<file path="src/rtl/imm_pkg.sv">
// imm_pkg
//   Shared types for the immediate decoder: RV32I base opcodes, the
//   immediate-format select code driven to the ALU source muxes, and the
//   opcode -> format/illegal decode used at the pipeline input.
package imm_pkg;

   typedef enum logic [6:0] {
      lw     = 7'd3,
      i_type = 7'd19,
      auipc  = 7'd23,
      sw     = 7'd35,
      r_type = 7'd51,
      lui    = 7'd55,
      beq    = 7'd99,
      jalr   = 7'd103,
      jal    = 7'd111
   } opcode_t;

   typedef enum logic [2:0] {
      IMM_I    = 3'b000,
      IMM_S    = 3'b001,
      IMM_B    = 3'b010,
      IMM_J    = 3'b011,
      IMM_U    = 3'b100,
      IMM_NONE = 3'b111
   } imm_src_t;

   typedef struct packed {
      imm_src_t src;
      logic     illegal;
   } dec_t;

   // R-type carries no immediate but is legal; lui/auipc are legal only
   // when U-type support is enabled.
   function automatic dec_t imm_decode(input logic [6:0] op, input logic enable_u);
      dec_t d;
      d.src     = IMM_NONE;
      d.illegal = 1'b1;
      case (op)
         lw, i_type, jalr: begin d.src = IMM_I; d.illegal = 1'b0; end
         sw:               begin d.src = IMM_S; d.illegal = 1'b0; end
         beq:              begin d.src = IMM_B; d.illegal = 1'b0; end
         jal:              begin d.src = IMM_J; d.illegal = 1'b0; end
         lui, auipc: begin
            if (enable_u) begin
               d.src     = IMM_U;
               d.illegal = 1'b0;
            end
         end
         r_type:           d.illegal = 1'b0;
         default:          ;
      endcase
      return d;
   endfunction

endpackage

</file>
<file path="src/rtl/imm_decode_pipe_if.sv">
// imm_decode_pipe_if
//   Instruction-in / decoded-immediate-out handshake bundle.
//   i_Valid/o_Ready/i_Instr : upstream (fetch) side
//   o_Valid/i_Ready         : downstream (ALU source mux) side
//   o_ImmSrc/o_ImmExt/o_Illegal : decoded bundle, o_IllegalCnt : illegal tally
//   slave  = decoder side, master = driver side.
interface imm_decode_pipe_if #(
   parameter int XLEN  = 32,
   parameter int CNT_W = 16
);
   logic             i_Valid;
   logic             o_Ready;
   logic [31:0]      i_Instr;
   logic             o_Valid;
   logic             i_Ready;
   logic [2:0]       o_ImmSrc;
   logic [XLEN-1:0]  o_ImmExt;
   logic             o_Illegal;
   logic [CNT_W-1:0] o_IllegalCnt;

   modport slave (
      input  i_Valid, i_Instr, i_Ready,
      output o_Ready, o_Valid, o_ImmSrc, o_ImmExt, o_Illegal, o_IllegalCnt
   );

   modport master (
      output i_Valid, i_Instr, i_Ready,
      input  o_Ready, o_Valid, o_ImmSrc, o_ImmExt, o_Illegal, o_IllegalCnt
   );
endinterface

</file>
<file path="src/rtl/imm_extend.sv">
// imm_extend
//   Combinational immediate builder.
//   instr : instruction word (opcode bits ignored, format comes from src)
//   src   : immediate format select
//   imm   : immediate sign-extended from instr[31] to XLEN (0 for IMM_NONE)
module imm_extend
   import imm_pkg::*;
#(
   parameter int XLEN = 32
) (
   input  logic [31:0]     instr,
   input  imm_src_t        src,
   output logic [XLEN-1:0] imm
);

   logic [31:0] imm32;
   logic        unused_opcode;

   assign unused_opcode = ^instr[6:0];

   always_comb begin
      case (src)
         IMM_I:   imm32 = {{20{instr[31]}}, instr[31:20]};
         IMM_S:   imm32 = {{20{instr[31]}}, instr[31:25], instr[11:7]};
         IMM_B:   imm32 = {{19{instr[31]}}, instr[31], instr[7], instr[30:25],
                           instr[11:8], 1'b0};
         IMM_J:   imm32 = {{11{instr[31]}}, instr[31], instr[19:12], instr[20],
                           instr[30:21], 1'b0};
         IMM_U:   imm32 = {instr[31:12], 12'b0};
         default: imm32 = '0;
      endcase
   end

   assign imm[31:0] = imm32;

   generate
      if (XLEN > 32) begin : g_wide
         assign imm[XLEN-1:32] = {(XLEN-32){imm32[31]}};
      end
   endgenerate

endmodule

</file>
<file path="src/rtl/imm_decode_pipe.sv">
// imm_decode_pipe
//   Pipelined RV32I immediate decoder behind an elastic valid/ready pipe.
//   i_Clk   : clock, rising edge
//   i_Reset : asynchronous active-high reset, flushes all in-flight entries
//   bus     : handshake bundle (see imm_decode_pipe_if), decoder side
//   Latency PIPE_STAGES (1 or 2); full throughput; no skid buffer, so
//   o_Ready is combinational from i_Ready.
module imm_decode_pipe
   import imm_pkg::*;
#(
   parameter int XLEN        = 32,
   parameter int PIPE_STAGES = 1,
   parameter int ENABLE_U    = 1,
   parameter int CNT_W       = 16
) (
   input logic               i_Clk,
   input logic               i_Reset,
   imm_decode_pipe_if.slave  bus
);

   dec_t             dec_in;
   logic             rdy1;
   logic [31:0]      ext_instr;
   imm_src_t         ext_src;
   logic [XLEN-1:0]  ext_imm;
   logic             out_v;
   imm_src_t         out_src;
   logic [XLEN-1:0]  out_imm;
   logic             out_ill;
   logic [CNT_W-1:0] cnt;

   assign dec_in = imm_decode(bus.i_Instr[6:0], ENABLE_U != 0);

   imm_extend #(.XLEN(XLEN)) u_extend (
      .instr (ext_instr),
      .src   (ext_src),
      .imm   (ext_imm)
   );

   generate
      if ((PIPE_STAGES != 1 && PIPE_STAGES != 2) || (XLEN != 32 && XLEN != 64)) begin : g_bad_cfg
         $error("imm_decode_pipe: PIPE_STAGES must be 1 or 2 and XLEN 32 or 64");
      end else if (PIPE_STAGES == 1) begin : g_one
         // Decode and extend both happen ahead of the single register.
         assign ext_instr = bus.i_Instr;
         assign ext_src   = dec_in.src;
         assign rdy1      = !out_v || bus.i_Ready;

         always_ff @(posedge i_Clk or posedge i_Reset) begin
            if (i_Reset) begin
               out_v   <= 1'b0;
               out_src <= IMM_NONE;
               out_imm <= '0;
               out_ill <= 1'b0;
            end else if (rdy1) begin
               out_v <= bus.i_Valid;
               if (bus.i_Valid) begin
                  out_src <= dec_in.src;
                  out_ill <= dec_in.illegal;
                  out_imm <= ext_imm;
               end
            end
         end
      end else begin : g_two
         logic        s1_v;
         logic [31:0] s1_instr;
         imm_src_t    s1_src;
         logic        s1_ill;
         logic        rdy2;

         // Stage 1 holds the raw word plus decode; extension runs in stage 2.
         assign ext_instr = s1_instr;
         assign ext_src   = s1_src;
         assign rdy2      = !out_v || bus.i_Ready;
         assign rdy1      = !s1_v || rdy2;

         always_ff @(posedge i_Clk or posedge i_Reset) begin
            if (i_Reset) begin
               s1_v     <= 1'b0;
               s1_instr <= '0;
               s1_src   <= IMM_NONE;
               s1_ill   <= 1'b0;
            end else if (rdy1) begin
               s1_v <= bus.i_Valid;
               if (bus.i_Valid) begin
                  s1_instr <= bus.i_Instr;
                  s1_src   <= dec_in.src;
                  s1_ill   <= dec_in.illegal;
               end
            end
         end

         always_ff @(posedge i_Clk or posedge i_Reset) begin
            if (i_Reset) begin
               out_v   <= 1'b0;
               out_src <= IMM_NONE;
               out_imm <= '0;
               out_ill <= 1'b0;
            end else if (rdy2) begin
               out_v <= s1_v;
               if (s1_v) begin
                  out_src <= s1_src;
                  out_ill <= s1_ill;
                  out_imm <= ext_imm;
               end
            end
         end
      end
   endgenerate

   // Counted on acceptance at the input, so flushed entries still count.
   always_ff @(posedge i_Clk or posedge i_Reset) begin
      if (i_Reset) begin
         cnt <= '0;
      end else if (bus.i_Valid && rdy1 && dec_in.illegal && (cnt != '1)) begin
         cnt <= cnt + CNT_W'(1);
      end
   end

   assign bus.o_Ready      = rdy1;
   assign bus.o_Valid      = out_v;
   assign bus.o_ImmSrc     = out_src;
   assign bus.o_ImmExt     = out_imm;
   assign bus.o_Illegal    = out_ill;
   assign bus.o_IllegalCnt = cnt;

endmodule

</file>
<file path="src/flat_wrapper.sv">
// flat-port wrapper written by rule: the top's interface ports become plain ports
module imm_decode_pipe_flat import imm_pkg::*;
#(
   parameter int XLEN        = 32,
   parameter int PIPE_STAGES = 1,
   parameter int ENABLE_U    = 1,
   parameter int CNT_W       = 16
)
  (i_Clk, i_Reset, bus_i_Valid, bus_i_Instr, bus_i_Ready, bus_o_Ready, bus_o_Valid, bus_o_ImmSrc, bus_o_ImmExt, bus_o_Illegal, bus_o_IllegalCnt);
  imm_decode_pipe_if #(.XLEN(XLEN), .CNT_W(CNT_W)) bus_i ();
  input logic i_Clk;
  input logic i_Reset;
  input wire logic [$bits(bus_i.i_Valid)-1:0] bus_i_Valid;
  input wire logic [$bits(bus_i.i_Instr)-1:0] bus_i_Instr;
  input wire logic [$bits(bus_i.i_Ready)-1:0] bus_i_Ready;
  output wire logic [$bits(bus_i.o_Ready)-1:0] bus_o_Ready;
  output wire logic [$bits(bus_i.o_Valid)-1:0] bus_o_Valid;
  output wire logic [$bits(bus_i.o_ImmSrc)-1:0] bus_o_ImmSrc;
  output wire logic [$bits(bus_i.o_ImmExt)-1:0] bus_o_ImmExt;
  output wire logic [$bits(bus_i.o_Illegal)-1:0] bus_o_Illegal;
  output wire logic [$bits(bus_i.o_IllegalCnt)-1:0] bus_o_IllegalCnt;
  assign bus_i.i_Valid = bus_i_Valid;
  assign bus_i.i_Instr = bus_i_Instr;
  assign bus_i.i_Ready = bus_i_Ready;
  assign bus_o_Ready = bus_i.o_Ready;
  assign bus_o_Valid = bus_i.o_Valid;
  assign bus_o_ImmSrc = bus_i.o_ImmSrc;
  assign bus_o_ImmExt = bus_i.o_ImmExt;
  assign bus_o_Illegal = bus_i.o_Illegal;
  assign bus_o_IllegalCnt = bus_i.o_IllegalCnt;
  imm_decode_pipe #(.XLEN(XLEN), .PIPE_STAGES(PIPE_STAGES), .ENABLE_U(ENABLE_U), .CNT_W(CNT_W)) u_core (.i_Clk(i_Clk), .i_Reset(i_Reset), .bus(bus_i));
endmodule
</file>
<file path="config.mk">
export PLATFORM = sky130hd
export DESIGN_NAME = imm_decode_pipe_flat
export DESIGN_NICKNAME = d
export VERILOG_FILES = /design/src/rtl/imm_pkg.sv /design/src/rtl/imm_decode_pipe_if.sv /design/src/rtl/imm_extend.sv /design/src/rtl/imm_decode_pipe.sv /design/src/flat_wrapper.sv
export SDC_FILE = /design/constraint.sdc
export NUM_CORES = 1
export LEC_CHECK = 0
export ABC_CLOCK_PERIOD_IN_PS = 1550
export BUFFER_PORTS_ARGS = -buffer_cell sky130_fd_sc_hd__buf_2
export CELL_PAD_IN_SITES_DETAIL_PLACEMENT = 0
export CELL_PAD_IN_SITES_GLOBAL_PLACEMENT = 1
export CORE_UTILIZATION = 33
export CTS_CLUSTER_SIZE = 10
export DETAILED_ROUTE_END_ITERATION = 16
export GPL_TIMING_DRIVEN = 0
export PLACE_DENSITY_LB_ADDON = 0.1
export SLEW_MARGIN = 10
export SYNTH_ARGS = -nofsm -noshare
export SYNTH_HDL_FRONTEND = slang
export SYNTH_SLANG_ARGS = --single-unit
</file>
<file path="constraint.sdc">
create_clock -name i_Clk -period 1.55 [get_ports i_Clk]
set_clock_uncertainty 0.05 [all_clocks]
set_input_delay 0.0775 -clock i_Clk [delete_from_list [all_inputs] [get_ports i_Clk]]
set_output_delay 0.0775 -clock i_Clk [all_outputs]
set_load 0.05 [all_outputs]
</file>
==> flow_metrics.py, run 1 <==
metrics = {
    "status": {
        "status": "complete, but fails checks",
        "violations": "setup timing",
    },
    "synthesis": {
        "synth_simple_gate_area_share_pct": 21.0,
        "netlist_instances": 257,
        "netlist.area_leader.share_pct": 50.0,
        "synthArstFlopShare_pct": 100,
        "synth-edff-count": 0,
        "synth_top_family_by_area": "simple AND/OR/NAND/NOR gates",
        "synth_top_area_cell": "dfrtp_1",
        "yosysMostFrequentCell": "dfrtp_1",
        "syn_area_per_cell_sq_um": 9.74,
        "muxShareOfSynthArea_pct": 1.95,
        "synthXorXnorAreaFrac_pct": 4.55,
        "synthAdderAreaFrac_pct": 0.500,
        "ys_ff_latch": 53,
        "syn-num-nets": 294,
        "syn-cell-area_sq_um": 2500,
        "synth_flop_cell": "dfrtp_1",
        "synthDistinctLibCells": 42,
        "synth_compound_area_share_pct": 15.1,
        "synth_common_cells": "dfrtp_1 (50), nand2_1 (39), o21ai_0 (23)",
        "yosys-top-cells-area": "dfrtp_1 (50%), nand2_1 (5.9%), o21ai_0 (4.6%)",
        "yosys_warnings": 0,
        "seq_area_frac_synth_pct": 53.2,
    },
    "setup_path": {
        "crit_required_ps": 1700,
        "critPathLaunchType": "input port",
        "critPathTopFamily": "multiplexers",
        "slowest_delay_ps": 310,
        "worstSetupPathType": "in2reg",
        "slowest_stage": "nor4_4",
        "arrival_ps": 1770,
        "critPathBufInv": 4,
        "crit_chain": "buf_2, buf_6, mux2_4, nor4_4, buf_4, and4b_1, buf_6, mux2_4",
        "crit_path_end_kind": "register",
        "path_max_fanout": 10,
    },
    "finish": {
        "final_area_sq_um": 3640,
        "antenna_cells": 0,
        "finalCoreUtilization_pct": 50.0,
        "drive_gt1_share_pct": 43.2,
        "nNetsFinal": 418,
        "stdcell_count": 481,
        "area_growth_pct": 45.7,
    },
    "sta": {
        "tightest_slew_ps": 695,
        "final-hold-violation-count": 0,
        "period_minus_slack_ps": 1620,
        "fin_tns_setup_ps": -192,
        "timing.final.ws_setup_ps": -73.4,
        "setup_viol": 8,
        "fmax_mhz": 616,
        "slew_headroom_pct": 53.6,
        "fin_crit_sh_pct": 105,
        "rsz0062_at_grt": "true",
        "drv_slew": 0,
    },
    "pwr": {
        "combPwrFrac_pct": 33.9,
        "powerDensity_nw_per_um2": 1090,
        "max-vdd-ir-drop_mv": 0.486,
        "leakage_uw": 0.00172,
        "switching_share_pct": 37.4,
        "p_int_uw": 2480,
        "power_frac_clock_pct": 23.8,
        "net-switching-power_uw": 1480,
        "pwr-share-seq_pct": 42.2,
    },
    "global_route": {
        "grt_pass1_vias": 2168,
        "antenna_found_initial": 0,
        "grt_max_degree": 32,
        "grt_overflow": 0,
        "grt_use_total_pct": 17.8,
        "grt_first_pass_wirelength_um": 10700,
    },
    "die": {
        "die_x_um": 89.1,
        "io_pins": 90,
        "core_sq_um": 7290,
        "die_h_um": 89.1,
        "rows": 31,
        "dieArea_sq_um": 7940,
        "start_util_pct": 34.3,
    },
    "routing": {
        "routed_wl_um": 6930,
        "drc": 0,
        "drt_iter0_markers": 74,
        "first_pass_iters": 4,
        "vias_per_cell": 4.93,
        "ant_nets": 0,
        "dr_total_vias": 2369,
        "wire_per_inst_um": 14.4,
    },
    "placement": {
        "place_area_sq_um": 3190,
        "dpl.cell_count": 445,
        "place_hpwl_um": 4860,
        "port_buffers": 88,
        "pre_cts_ws_ps": -388,
        "gp_congestion": 0.812,
    },
    "cts": {
        "clock_latency_ps": 300,
        "htreeDepth": 2,
        "clk_pin_slew_worst_paths_ps": 100,
        "cts_tree": "yes",
        "clockBufferDepth": 2,
        "cts_inserted_buffers": 5,
        "cts-root-buf": "clkbuf_8",
        "clock_sink_count": 53,
    },
    "hold_path": {
        "hp-class": "in2reg",
    },
    "flow_run": {
        "cap_violations": 0,
    },
}
-- cells in the final DEF (no fill, tap or decap), types with 3 or more instances in the layout --
master	instances
clkbuf_1	3
nand4_1	6
clkbuf_8	5
nor2_1	13
dfrtp_2	14
and3_1	4
o21ai_0	23
clkbuf_2	3
buf_6	3
buf_4	11
a21oi_1	21
inv_1	4
dfrtp_1	36
xor2_1	5
dlygate4sd3_1	19
buf_2	93
dfstp_2	3
nor3_1	5
a22o_1	6
nor4_4	3
nand3_1	7
xnor2_1	8
nand2_1	36
a221oi_1	4
-- cells by family (layout without fill, tap and decap cells) --
family                     Yosys count  count (layout)
AOI/OAI and AO/OA                   63              63
and+or+nand+nor                    102             102
xor gates and xnor gates            13              13
adders and majority gates            1               1
buffers and inverters               21             146
muxes                                4               4
DFF                                 53              53
-- cell type report --
cell class	count	area [sq um]
Timing Repair Buffer	119	744
Multi-Input combinational cell	183	1210
Clock buffer	6	72.6
Buffer	14	85.1
Fill cell	742	3650
Inverter	5	18.8
Sequential cell	53	1350
Tap cell	99	124
Clock inverter	2	38.8
-- worst reg2reg max path, stage by stage (launching register included) --
cell	delay, ps
dfrtp_2	440
ha_4	170
and4_1	140
nand4_1	70
and4b_1	220
buf_6	130
mux2_4	300
-- metal layers --
| metal | vias to the layer above | track usage (%) | routed length [um] |
|---|---|---|---|
| met5 | - | 0 | 0 |
| met4 | 0 | 5.63 | 114 |
| met3 | 9 | 3.69 | 368 |
| met2 | 75 | 27.9 | 3220 |
| met1 | 1127 | 24.6 | 3230 |
| li1 | 1158 | - | - |
-- timing repair --
item	4_1_cts	5_1_grt
setup buffers	7	4
hold buffers	19	0
resized for setup	6	17
pin swaps	13	2
endpoints found under the setup margin	24	34
hold endpoints to repair	44	0
-- sequential cells by signal, summed over array words and instances, names as in the netlist --
name,flops
u_core.bus.o_IllegalCnt,16
u_core.bus.o_Illegal,1
u_core.bus.o_ImmSrc,3
u_core.bus.o_ImmExt,32
u_core.bus.o_Valid,1
-- path summary, 6_finish.rpt --
| path | from | end | slack [ps] | depth (start not counted) |
|---|---|---|---|---|
| max | bus_i_Instr[6] | u_core.bus.o_IllegalCnt[1]$_DFFE_PP0P_ | -70 | 8 |
| min | bus_i_Instr[12] | u_core.bus.o_ImmExt[12]$_DFFE_PP0P_ | 1 | 3 |
| max reg2reg | u_core.bus.o_IllegalCnt[1]$_DFFE_PP0P_ | u_core.bus.o_IllegalCnt[1]$_DFFE_PP0P_ | -70 | 6 |
| min reg2reg | u_core.bus.o_ImmExt[22]$_DFFE_PP0P_ | u_core.bus.o_ImmExt[22]$_DFFE_PP0P_ | 430 | 2 |
| max in group asynchronous | i_Reset | u_core.bus.o_ImmSrc[2]$_DFFE_PP1P_ | 450 | 4 |
| min in group asynchronous | i_Reset | u_core.bus.o_Illegal$_DFFE_PP0P_ | 380 | 3 |
-- stage by stage --
stage / power (uW) / hold slack (ps)
2_1_floorplan: 2540 / 136
3_3_place_gp: 2840 / 265
3_5_place_dp: 2870 / 184
4_1_cts: 3950 / 1.18
5_1_grt: 4160 / 29.4
6_report: 3960 / 1.12
-- power groups by stage --
stage | registers [uW] | clock network, uW | logic [uW]
after floorplan | 2180 | 0 | 362
final | 1670 | 946 | 1340
after global routing | 1700 | 1010 | 1440
after CTS | 1670 | 975 | 1310
after global placement | 1720 | 0 | 1130
after detailed placement | 1720 | 0 | 1150
Note: power is estimated with default switching activity, not from simulation.
==> run 2: changes to the inputs <==
- SKIP_CTS_REPAIR_TIMING: default -> 1
==> flow_metrics.py, run 2 (same netlist as run 1, synthesis figures left out) <==
metrics = {
    "pwr": {
        "p_int_uw": 2410,
        "combPwrFrac_pct": 31.9,
        "powerDensity_nw_per_um2": 1090,
        "net-switching-power_uw": 1440,
        "pwr-share-seq_pct": 43.8,
        "power_frac_clock_pct": 24.3,
        "leakage_uw": 0.00169,
        "max-vdd-ir-drop_mv": 0.479,
        "switching_share_pct": 37.5,
    },
    "setup_path": {
        "ff2ff_setup_slack_ps": -110,
        "path_max_fanout": 8,
        "timing.rr.end": "u_core.bus.o_IllegalCnt[1]$_DFFE_PP0P_",
        "r2r_start": "u_core.bus.o_IllegalCnt[0]$_DFFE_PP0P_",
        "crit_required_ps": 1690,
        "rr_worst_depth": 6,
        "crit_path_end_kind": "register",
        "worstSetupPathType": "reg2reg",
        "arrival_ps": 1800,
        "critPathLaunchType": "register",
    },
    "status": {
        "status": "complete, but fails checks",
        "violations": "hold timing, setup timing",
    },
    "sta": {
        "whs_ps": -4.34,
        "fin_tns_setup_ps": -453,
        "tightest_slew_ps": 695,
        "timing.final.ws_setup_ps": -106,
        "fmax_mhz": 604,
        "slew_headroom_pct": 53.6,
        "setup_viol": 9,
        "final-hold-violation-count": 5,
        "rsz0062_at_grt": "true",
        "drv_slew": 0,
        "period_minus_slack_ps": 1660,
        "fin_crit_sh_pct": 107,
    },
    "finish": {
        "area_growth_pct": 41.7,
        "num-fill-cells": 748,
        "layout_commonest_cell": "buf_2",
        "final_cell_mix": "buf_2 (94), nand2_1 (38), dfrtp_1 (36), o21ai_0 (22), a21oi_1 (21)",
        "multi_input_area_sq_um": 1200,
        "finalCoreUtilization_pct": 48.6,
        "largest_reg_flops": 32,
        "nNetsFinal": 409,
        "drive_gt1_share_pct": 42.9,
        "antenna_cells": 0,
        "ff_latch_area_sq_um": 1350,
    },
    "die": {
        "io_pins": 90,
        "die_x_um": 89.1,
        "start_util_pct": 34.3,
        "dieArea_sq_um": 7940,
        "core_sq_um": 7290,
        "rows": 31,
        "die_h_um": 89.1,
    },
    "global_route": {
        "grt_pass1_vias": 2005,
        "grt_use_total_pct": 16.9,
        "grt_first_pass_wirelength_um": 10200,
        "antenna_found_initial": 0,
        "grt_overflow": 0,
        "grt_max_degree": 32,
    },
    "routing": {
        "routed_wl_um": 6870,
        "wire_per_inst_um": 14.6,
        "vias_per_cell": 4.90,
        "ant_nets": 0,
        "dr_total_vias": 2314,
        "drc": 0,
        "first_pass_iters": 4,
        "drt_iter0_markers": 77,
    },
    "hold_path": {
        "hp-class": "in2reg",
        "min_from": "bus_i_Instr[9]",
        "hold_path_depth": 3,
        "whs_endpoint": "u_core.bus.o_ImmExt[2]$_DFFE_PP0P_",
    },
    "cts": {
        "clock_latency_ps": 300,
        "clk_pin_slew_worst_paths_ps": 100,
        "clock_sink_count": 53,
        "htreeDepth": 2,
        "cts_tree": "yes",
        "clockBufferDepth": 2,
        "cts-root-buf": "clkbuf_8",
        "cts_inserted_buffers": 5,
    },
    "placement": {
        "place_hpwl_um": 4860,
        "gp_congestion": 0.812,
        "port_buffers": 88,
        "pre_cts_ws_ps": -388,
    },
    "flow_run": {
        "cap_violations": 0,
    },
}
## run 2: cell count changes in the layout (fill, tap and decap cells not counted), moves of 2 or more
cell,previous run,this run
nand2_1,36,38
nor2b_1,1,3
nand2_2,2,0
nor2b_2,2,0
dlygate4sd3_1,19,10
## run 2: how the worst max path moves through the flow
stage	start	end	cells past startpoint
final	u_core.bus.o_IllegalCnt[0]$_DFFE_PP0P_	u_core.bus.o_IllegalCnt[1]$_DFFE_PP0P_	6
after floorplan	u_core.bus.o_Valid$_DFFE_PP0N_	u_core.bus.o_IllegalCnt[1]$_DFFE_PP0P_	6
after global placement	i_Reset	u_core.bus.o_IllegalCnt[5]$_DFFE_PP0P_	2
after global routing	u_core.bus.o_IllegalCnt[0]$_DFFE_PP0P_	u_core.bus.o_IllegalCnt[1]$_DFFE_PP0P_	6
after detailed placement	bus_i_Instr[6]	u_core.bus.o_IllegalCnt[15]$_DFFE_PP0P_	7
after CTS	u_core.bus.o_IllegalCnt[0]$_DFFE_PP0P_	u_core.bus.o_IllegalCnt[1]$_DFFE_PP0P_	6
## run 2: routing by layer
layer | global-route usage [%] | wire [um] | vias to the layer above
met2 | 25.7 | 3140 | 65
met4 | 4.76 | 69 | 0
met3 | 3.69 | 363 | 5
li1 | - | - | 1137
met1 | 24.2 | 3300 | 1107
met5 | 0 | 0 | -
## run 2: worst max-delay path: stages, from the launching register on
cell and delay [ps]:
dfrtp_2 460, ha_4 180, and4_1 140, nand4_1 70, and4b_1 220, buf_6 140, mux2_4 300
## run 2: through the flow
step | area, sq um | hold WS, ps | total power [uW] | std cells
2_1_floorplan | 2600 | 136 | 2540 | 257
3_3_place_gp | 3170 | 265 | 2840 | 444
3_5_place_dp | 3190 | 184 | 2870 | 445
4_1_cts | 3300 | -161 | 3820 | 453
5_1_grt | 3550 | 3.14 | 4040 | 472
6_report | 3550 | -4.34 | 3850 | 472
## run 2: power groups by stage
stage / Sequential (uW) / Clock, uW / Combinational (uW)
3_3_place_gp: 1720 / 0 / 1130
5_1_grt: 1710 / 1010 / 1320
3_5_place_dp: 1720 / 0 / 1150
2_1_floorplan: 2180 / 0 / 362
6_report: 1690 / 936 / 1230
4_1_cts: 1690 / 975 / 1150
## run 2: layout make-up
| cell class | instances | share of cell area, % |
|---|---|---|
| clock buffers | 6 | 2.05 |
| repair buffers | 110 | 18.8 |
| inverters | 5 | 0.529 |
| plain buffers | 14 | 2.29 |
| clock inverters | 2 | 1.09 |
| multi-input cells | 183 | 33.8 |
| flip-flops and latches | 53 | 38.0 |
| well taps | 99 | 3.49 |
